**src/rtl/ks_adder_pkg.sv**
```systemverilog
// Shared helpers for the pipelined Kogge-Stone adder: width/latency math
// and the parameter legality rule used at elaboration.
package ks_adder_pkg;

    // Ceiling log2 usable in constant expressions.
    function automatic int clog2(input int value);
        int result;
        int span;
        result = 0;
        span   = 1;
        while (span < value) begin
            span   = span << 1;
            result = result + 1;
        end
        return result;
    endfunction

    // Cycles from accept edge to out_valid with no stall.
    function automatic int ks_lat(input int width, input int lps);
        return (clog2(width) + lps - 1) / lps;
    endfunction

    // WIDTH must be a power of two in 4..64; LPS in 1..log2(WIDTH).
    function automatic bit ks_params_ok(input int width, input int lps);
        return (width >= 4) && (width <= 64) && ((1 << clog2(width)) == width) &&
               (lps >= 1) && (lps <= clog2(width));
    endfunction

endpackage

```
**src/rtl/ks_prefix_level.sv**
```systemverilog
// One combinational Kogge-Stone prefix level over N (G,P) pairs.
// Bit i merges with bit i-SPAN when that partner exists; lower bits pass through.
module ks_prefix_level
    import ks_adder_pkg::*;
#(
    parameter int N    = 17,
    parameter int SPAN = 1
) (
    input  logic [N-1:0] i_g,
    input  logic [N-1:0] i_p,
    output logic [N-1:0] o_g,
    output logic [N-1:0] o_p
);

    // Black cells for bits with a partner SPAN below, pass-through otherwise
    always_comb begin
        // NOTE: defaults first so every bit is assigned on every path; no latch can form.
        o_g = i_g;
        o_p = i_p;
        for (int i = SPAN; i < N; i++) begin
            o_g[i] = i_g[i] | (i_p[i] & i_g[i-SPAN]);
            o_p[i] = i_p[i] & i_p[i-SPAN];
        end
    end

endmodule

```
**src/rtl/ks_adder_pipe.sv**
```systemverilog
// Pipelined Kogge-Stone adder/subtractor with valid/ready flow control.
// Vectors carry WIDTH+1 (G,P) pairs: index 0 is a virtual bit holding the
// carry-in as its generate (P=0), index j>0 is operand bit j-1. A single
// global enable advances every stage together; bubbles are kept.
module ks_adder_pipe
    import ks_adder_pkg::*;
#(
    parameter int WIDTH            = 16,
    parameter int LEVELS_PER_STAGE = 2
) (
    input  logic             clk,
    input  logic             rst_n,
    input  logic             in_valid,
    output logic             in_ready,
    input  logic [WIDTH-1:0] a,
    input  logic [WIDTH-1:0] b,
    input  logic             cin,
    input  logic             sub,
    output logic             out_valid,
    input  logic             out_ready,
    output logic [WIDTH-1:0] sum,
    output logic             cout,
    output logic             ovf
);

    localparam int L = clog2(WIDTH);
    localparam int N = WIDTH + 1;

    if (!ks_params_ok(WIDTH, LEVELS_PER_STAGE)) begin : g_param_check
        $error("ks_adder_pipe: WIDTH must be a power of two in 4..64 and LEVELS_PER_STAGE in 1..log2(WIDTH)");
    end

    logic             w_adv;
    logic [WIDTH-1:0] w_bm;
    logic             w_c0;
    logic [N-1:0]     w_g0;
    logic [N-1:0]     w_p0;

    logic             r_out_valid;
    logic [WIDTH-1:0] r_sum;
    logic             r_cout;
    logic             r_ovf;

    // The whole pipe moves only when the output slot is empty or being taken.
    assign w_adv    = !r_out_valid || out_ready;
    assign in_ready = w_adv;

    // Stage 0: invert b for subtract, force carry-in, form bitwise generate/propagate
    always_comb begin
        w_bm = sub ? ~b : b;
        w_c0 = sub | cin;
        w_g0 = {a & w_bm, w_c0};
        w_p0 = {a ^ w_bm, 1'b0};
    end

    for (genvar k = 0; k < L; k++) begin : g_lvl
        // Level inputs
        logic [N-1:0]     w_gi, w_pi;
        logic [WIDTH-1:0] w_poi;
        logic             w_vi, w_ami, w_bmi;
        // Combinational level outputs
        logic [N-1:0]     w_go, w_po;
        // Level outputs after the optional pipeline register
        logic [N-1:0]     w_gq, w_pq;
        logic [WIDTH-1:0] w_poq;
        logic             w_vq, w_amq, w_bmq;

        if (k == 0) begin : g_first
            assign w_gi  = w_g0;
            assign w_pi  = w_p0;
            assign w_poi = w_p0[N-1:1];
            assign w_vi  = in_valid;
            assign w_ami = a[WIDTH-1];
            assign w_bmi = w_bm[WIDTH-1];
        end else begin : g_chain
            assign w_gi  = g_lvl[k-1].w_gq;
            assign w_pi  = g_lvl[k-1].w_pq;
            assign w_poi = g_lvl[k-1].w_poq;
            assign w_vi  = g_lvl[k-1].w_vq;
            assign w_ami = g_lvl[k-1].w_amq;
            assign w_bmi = g_lvl[k-1].w_bmq;
        end

        ks_prefix_level #(
            .N    (N),
            .SPAN (1 << k)
        ) u_level (
            .i_g (w_gi),
            .i_p (w_pi),
            .o_g (w_go),
            .o_p (w_po)
        );

        if ((k != L - 1) && (((k + 1) % LEVELS_PER_STAGE) == 0)) begin : g_reg
            logic [N-1:0]     r_g, r_p;
            logic [WIDTH-1:0] r_po;
            logic             r_v, r_am, r_bm;

            // Internal pipeline register; loads from the level above on every advance
            always_ff @(posedge clk or negedge rst_n) begin
                // NOTE: data registers are cleared too, not only valid bits, so nothing stale survives reset.
                if (!rst_n) begin
                    r_g  <= '0;
                    r_p  <= '0;
                    r_po <= '0;
                    r_v  <= 1'b0;
                    r_am <= 1'b0;
                    r_bm <= 1'b0;
                end else if (w_adv) begin
                    // NOTE: non-blocking so each stage captures its neighbour's pre-edge value.
                    r_g  <= w_go;
                    r_p  <= w_po;
                    r_po <= w_poi;
                    r_v  <= w_vi;
                    r_am <= w_ami;
                    r_bm <= w_bmi;
                end
            end

            assign w_gq  = r_g;
            assign w_pq  = r_p;
            assign w_poq = r_po;
            assign w_vq  = r_v;
            assign w_amq = r_am;
            assign w_bmq = r_bm;
        end else begin : g_pass
            // The last level always falls through to the final logic and output register.
            assign w_gq  = w_go;
            assign w_pq  = w_po;
            assign w_poq = w_poi;
            assign w_vq  = w_vi;
            assign w_amq = w_ami;
            assign w_bmq = w_bmi;
        end
    end

    logic [N-1:0]     w_gf, w_pf, w_c;
    logic [WIDTH-1:0] w_pof, w_sum;
    logic             w_vf, w_amf, w_bmf, w_cout, w_ovf;

    assign w_gf  = g_lvl[L-1].w_gq;
    assign w_pf  = g_lvl[L-1].w_pq;
    assign w_pof = g_lvl[L-1].w_poq;
    assign w_vf  = g_lvl[L-1].w_vq;
    assign w_amf = g_lvl[L-1].w_amq;
    assign w_bmf = g_lvl[L-1].w_bmq;

    // Final: close every group against the carry-in, then sum, carry-out and overflow.
    // Groups already reaching index 0 have P=0, so only the top group is changed.
    always_comb begin
        w_c    = w_gf | (w_pf & {N{w_gf[0]}});
        w_sum  = w_pof ^ w_c[N-2:0];
        w_cout = w_c[N-1];
        w_ovf  = (w_amf == w_bmf) && (w_sum[WIDTH-1] != w_amf);
    end

    // Output register; holds steady while downstream stalls
    always_ff @(posedge clk or negedge rst_n) begin
        if (!rst_n) begin
            r_out_valid <= 1'b0;
            r_sum       <= '0;
            r_cout      <= 1'b0;
            r_ovf       <= 1'b0;
        end else if (w_adv) begin
            r_out_valid <= w_vf;
            r_sum       <= w_sum;
            r_cout      <= w_cout;
            r_ovf       <= w_ovf;
        end
    end

    assign out_valid = r_out_valid;
    assign sum       = r_sum;
    assign cout      = r_cout;
    assign ovf       = r_ovf;

endmodule

```
**config.mk**
```make
export PLATFORM = sky130hd
export DESIGN_NAME = ks_adder_pipe
export DESIGN_NICKNAME = d
export VERILOG_FILES = /design/src/rtl/ks_adder_pkg.sv /design/src/rtl/ks_prefix_level.sv /design/src/rtl/ks_adder_pipe.sv
export SDC_FILE = /design/constraint.sdc
export NUM_CORES = 1
export LEC_CHECK = 0
export CORE_ASPECT_RATIO = 0.6
export CORE_UTILIZATION = 45
export CTS_BUF_LIST = sky130_fd_sc_hd__clkbuf_16
export CTS_CLUSTER_DIAMETER = 60
export DETAILED_ROUTE_END_ITERATION = 7
export PLACE_DENSITY = 0.7
export SYNTH_ARGS = -nofsm -noshare
export SYNTH_HDL_FRONTEND = slang
export SYNTH_HIERARCHICAL = 1
export SYNTH_SLANG_ARGS = --single-unit
export TNS_END_PERCENT = 20
```
**constraint.sdc**
```tcl
create_clock -name clk -period 2.4 [get_ports clk]
set_clock_uncertainty 0.05 [all_clocks]
set_input_delay 0.24 -clock clk [delete_from_list [all_inputs] [get_ports clk]]
set_output_delay 0.24 -clock clk [all_outputs]
set_load 0.01 [all_outputs]
```
==> results of run 1 <==
## sequential cells by signal, indices dropped and copies added, names as in the netlist
name              cells
sum                  16
g_lvl.g_reg.r_p      17
g_lvl.g_reg.r_g      17
out_valid             1
g_lvl.g_reg.r_bm      1
g_lvl.g_reg.r_am      1
g_lvl.g_reg.r_po     16
cout                  1
ovf                   1
g_lvl.g_reg.r_v       1
## routing by layer
metal | vias to the layer above | part of all wire, %
met1 | 1511 | 51
met5 | - | 0
met2 | 45 | 44
met4 | 0 | 1.3
li1 | 1601 | -
met3 | 11 | 3.5
## worst min path at each step
stage             start                endpoint  slack [ns]
2_1_floorplan     rst_n                    cout       -0.11
3_3_place_gp      rst_n                  sum[4]        0.24
3_5_place_dp      rst_n                  sum[4]        0.25
4_1_cts        in_valid      g_lvl[1].g_reg.r_v        0.40
5_1_grt        in_valid      g_lvl[1].g_reg.r_v        0.40
6_report          rst_n  g_lvl[1].g_reg.r_po[0]        0.38
## final cells by class
type                    instances  area, um^2
fillers                       800        3817
multi-input cells             372        2108
flip-flops and latches         72        1802
repair buffers                 64       645.6
clock buffers                   9       225.2
well taps                     112       140.1
clock inverters                 7       41.29
inverters                       1       3.754
## power by group through the flow
stage	combinational [uW]	sequential (uW)	clock, uW
floorplan	745	1710	0
global placement	1200	1690	0
detailed placement	1220	1710	0
CTS	1230	1690	1220
global route	1360	1720	1280
finish	1220	1680	1190
## through the flow
step / hold WS (ns) / util [%] / setup slack (ns) / total power, uW
after floorplan: -0.1056 / - / 0.6798 / 2457
after global placement: 0.2434 / 53.39 / 0.3488 / 2895
after detailed placement: 0.2463 / 53.39 / 0.3202 / 2924
after CTS: 0.4005 / 56.54 / 0.6586 / 4135
after global routing: 0.3999 / 56.54 / 0.5758 / 4372
final: 0.3846 / 56.54 / 0.6674 / 4086
## worst max-delay path: cells and delay by family
family | cells | cell delay (ns)
xor+xnor | 1 | 0.16
fa+ha+maj | 1 | 0.28
compound gates | 2 | 0.41
buf+inv | 2 | 0.69
simple gates | 2 | 0.11
==> run_results.csv, run 1 <==
group,metric,value,unit
worst_hold_path,min_path_type,"in -> async",
route,antenna_left,0,
route,drc_errors,0,
setup_path,path_cells,"clkdlybuf4s50_1 -> buf_12 -> xor2_1 -> ha_1 -> a21o_1 -> a21o_1 -> nand2_1 -> nand2_1",
pwr,p_per_area,822.8,nW/um^2
sta,maxSlewViolCount,0,
route,vias,3168,
global_routing,top_usage_layer,"met2",
setup_path,r2r-start,"g_lvl[1].g_reg.r_p[3]",
clock_tree,numCtsBuffers,9,
clock_tree,holdBufCountCts,1,
synth,yosysWarnings,6,
synth,syn-mean-instance-area,8.548,um^2
pwr,p_comb_share,29.8,%
setup_path,cp-end-kind,"register",
sta,fin_crit,1.733,ns
status,status,"finished clean",
clock_tree,clk_path_buf_depth,2,
clock_tree,root_buffer,"clkbuf_16",
setup_path,critPathLaunch,"sub",
setup_path,r2r_cells,6,
placement,hpwl,6618,um
global_routing,grt_max_degree,73,
global_routing,use_met1,28.50,%
die,rows,26,
setup_path,critical_path_class,"in -> reg",
sta,clock.fmax,0.5772,GHz
clock_tree,clkSlewWorstSetupHoldPaths,0.06,ns
sta,relSlewSlack,61.68,%
clock_tree,cts_tree,"yes",
layout,fin_cells,637,
clock_tree,htreeDepth,3,
pwr,irDropWorstVdd,0.0004472,V
placement,place_congestion,0.8513,
layout,finish.net_count,574,
global_routing,grt_usage,20.01,%
pwr,p_seq_share,41.2,%
layout,final_cell_mix,"nand2_1, dfrtp_1, clkdlybuf4s50_1",
route,drt-total-wl,8930,um
route,drt_first_iter_violations,176,
setup_path,regToRegSetupSlack,0.72,ns
placement,placed_cell_area,4690,um^2
layout,areaGrowthSynthToFinish,17.84,%
route,dr.pass1.iters,4,
die,start_util,47.98,%
layout,final_common_cell,"nand2_1",
sta,hold_violations,0,
pwr,p_int,2798,uW
route,routedWlPerCell,14.02,um
synth,syn_inst,493,
die,coreArea,8783,um^2
setup_path,worst_r2r_endpoint,"ovf",
global_routing,grt_pass1_wl,14930,um
clock_tree,cts_resized,0,
setup_path,critPathMaxStageDelay,0.51,ns
die,io_pins,58,
sta,rsz0062_at_grt,"false",
layout,diodes,0,
global_routing,grt_overflow,0,
global_routing,grt_pass1_vias,3059,
pwr,power.switching,1288,uW
clock_tree,worstSkewPairLatency,0.34,ns
job,max_cap_violations,0,
layout,final_area,4966,um^2
clock_tree,postCtsSetupBuffers,0,
sta,finalSetupViolCount,0,
placement,portBuffers,57,
synth,synthesis.area,4214,um^2
clock_tree,cts.sinks,72,
global_routing,antenna_found_initial,0,
setup_path,cp_max_fo,17,
global_routing,use_met3,5.722,%
sta,finalSetupTns,0,ns
route,viasPerCell,4.973,
die,fp.dieArea,9769,um^2
setup_path,crit_required,2.57,ns
die,dieHeight,76.96,um
setup_path,worstSetupEndpoint,"g_lvl[1].g_reg.r_g[3]",
pwr,p_clk_share,29.0,%
setup_path,critPathSlowestCell,"clkdlybuf4s50_1",
pwr,leakage,0.002685,uW
layout,drive_above_1_share,6.857,%
pwr,switching_share,31.53,%
placement,dp_cells,620,
setup_path,cp.arrival,1.90,ns
sta,tightest_slew,0.5748,ns
sta,period_share,72.19,%
setup_path,worst_setup_path_start_kind,"input port",
global_routing,grt_util_met2,29.07,%
die,die_w,126.9,um
(Power assumes the default switching activity.)
==> run 2: changes to the inputs <==
==> constraint.sdc (replaced) <==
create_clock -name clk -period 1.65 [get_ports clk]
set_clock_uncertainty 0.05 [all_clocks]
set_input_delay 0.165 -clock clk [delete_from_list [all_inputs] [get_ports clk]]
set_output_delay 0.165 -clock clk [all_outputs]
set_load 0.01 [all_outputs]
==> run 2 against run 1 <==
  * The flow now finishes with violations (setup timing)
  * Count of clock-buffer cells in the layout unchanged
  * Final cell count up 3.3%
  * Sequential power up 45%
  * Sequential share of layout area down 1.6 points
  * Largest cell class unchanged
==> run_results.csv, run 2 (same netlist as run 1, synthesis figures left out) <==
group,metric,value,unit
status,status,"complete, but fails checks",
status,violations,"setup timing",
layout,final_common_cell,"nand2_1",
clock_tree,numCtsBuffers,9,
clock_tree,clkSlewWorstSetupHoldPaths,0.06,ns
global_routing,grt_overflow,0,
die,coreArea,8783,um^2
sta,fin_hold_ws,0.2379,ns
route,antenna_left,0,
setup_path,cp-end-kind,"register",
setup_path,regToRegSetupSlack,-0.03,ns
route,routedWlPerCell,14.47,um
route,viasPerCell,4.938,
setup_path,crit_required,1.86,ns
layout,areaGrowthSynthToFinish,23.43,%
clock_tree,clk_path_buf_depth,2,
layout,n_fill_cell,784,
route,drt_first_iter_violations,122,
pwr,p_per_area,1204,nW/um^2
route,dr.pass1.iters,4,
sta,finalSetupViolCount,1,
route,drc_errors,0,
layout,diodes,0,
setup_path,critical_path_class,"reg -> reg",
placement,placed_cell_area,4842,um^2
placement,dp_cells,637,
die,io_pins,58,
global_routing,antenna_found_initial,0,
setup_path,cp_max_fo,3,
worst_hold_path,min_path_type,"in -> async",
route,vias,3249,
layout,drive_above_1_share,10.44,%
pwr,leakage,0.002826,uW
die,die_w,126.9,um
clock_tree,root_buffer,"clkbuf_16",
global_routing,grt_pass1_vias,3246,
clock_tree,worstSkewPairLatency,0.33,ns
die,fp.dieArea,9769,um^2
sta,hold_violations,0,
clock_tree,htreeDepth,3,
route,drt-total-wl,9522,um
job,max_cap_violations,0,
sta,rsz0062_at_grt,"true",
die,start_util,47.98,%
setup_path,r2r-start,"g_lvl[1].g_reg.r_p[7]",
clock_tree,cts.sinks,72,
placement,hpwl,6801,um
layout,multi_input_area,2121,um^2
sta,clock.fmax,0.5969,GHz
sta,worst_slack,-0.02536,ns
layout,final_cell_mix,"nand2_1, dfrtp_1, clkdlybuf4s50_1",
clock_tree,cts_tree,"yes",
die,rows,26,
setup_path,worst_r2r_endpoint,"ovf",
layout,reg_top3,"g_lvl.g_reg.r_g (17), g_lvl.g_reg.r_p (17)",
setup_path,worst_setup_path_start_kind,"register",
die,dieHeight,76.96,um
global_routing,grt_usage,21.24,%
sta,maxSlewViolCount,0,
sta,finalSetupTns,-0.02536,ns
pwr,irDropWorstVdd,0.0006308,V
layout,fin_cells,658,
global_routing,grt_pass1_wl,16040,um
layout,final_area,5201,um^2
layout,fin_util,59.22,%
sta,fin_crit,1.675,ns
setup_path,cp.arrival,1.88,ns
layout,seqCellArea,1802,um^2
global_routing,grt_max_degree,88,
sta,period_share,101.5,%
placement,place_congestion,0.8680,
layout,finish.net_count,595,
setup_path,r2r_cells,6,
placement,portBuffers,57,
==> run 2: worst max-delay path: stages (launching register included) <==
cell     delay (ns)
dfrtp_1        0.40
and2_2         0.19
and2_1         0.16
a21oi_2        0.20
xor2_1         0.11
or3_1          0.32
a31oi_1        0.17
==> run 2: metrics by stage <==
step                power, uW  setup slack (ns)
finish                   6262          -0.02536
global route             6672           -0.1002
CTS                      6289          -0.01494
detailed placement       4377           -0.3559
global placement         4324           -0.3455
floorplan                3574          0.004752
==> run 2: power breakdown <==
part	switching (uW)	internal (uW)	total (uW)	leakage (uW)
Sequential	271	2170	2440	0.000894
Clock	727	1160	1880	0.000144
Combinational	930	1010	1940	0.00179
Total	1930	4330	6260	0.00283
==> run 2: final cells by class <==
class	count	share of cell area [%]
clock buffers	9	4.330
well taps	112	2.694
repair buffers	85	16.29
inverters	1	0.07217
clock inverters	7	1.203
multi-input cells	372	40.77
flip-flops and latches	72	34.64
==> run 2: layer usage <==
metal / vias up / track usage, % / routed length [um]
li1: 1641 / - / -
met1: 1538 / 29.46 / 4659
met2: 59 / 32.80 / 4351
met3: 11 / 4.955 / 370
met4: 0 / 6.667 / 141
met5: - / 0 / 0
==> run 2: repair_timing <==
action / CTS / global route
endpoints found under the hold margin: 15 / 0
setup buffers: 0 / 3
endpoints found under the setup margin: 5 / 30
cloned: 0 / 1
hold buffers: 1 / 0
pin swaps: 3 / 2
gates resized for setup: 2 / 2
==> run 2: how the worst max path moves through the flow <==
stage | depth (start not counted) | endpoint | start | slack, ns
floorplan | 8 | g_lvl[1].g_reg.r_p[16] | sub | 0.005
global placement | 8 | g_lvl[1].g_reg.r_g[3] | sub | -0.35
detailed placement | 8 | g_lvl[1].g_reg.r_g[15] | sub | -0.36
CTS | 6 | ovf | g_lvl[1].g_reg.r_p[7] | -0.01
global route | 6 | ovf | g_lvl[1].g_reg.r_p[7] | -0.10
finish | 6 | ovf | g_lvl[1].g_reg.r_p[7] | -0.03
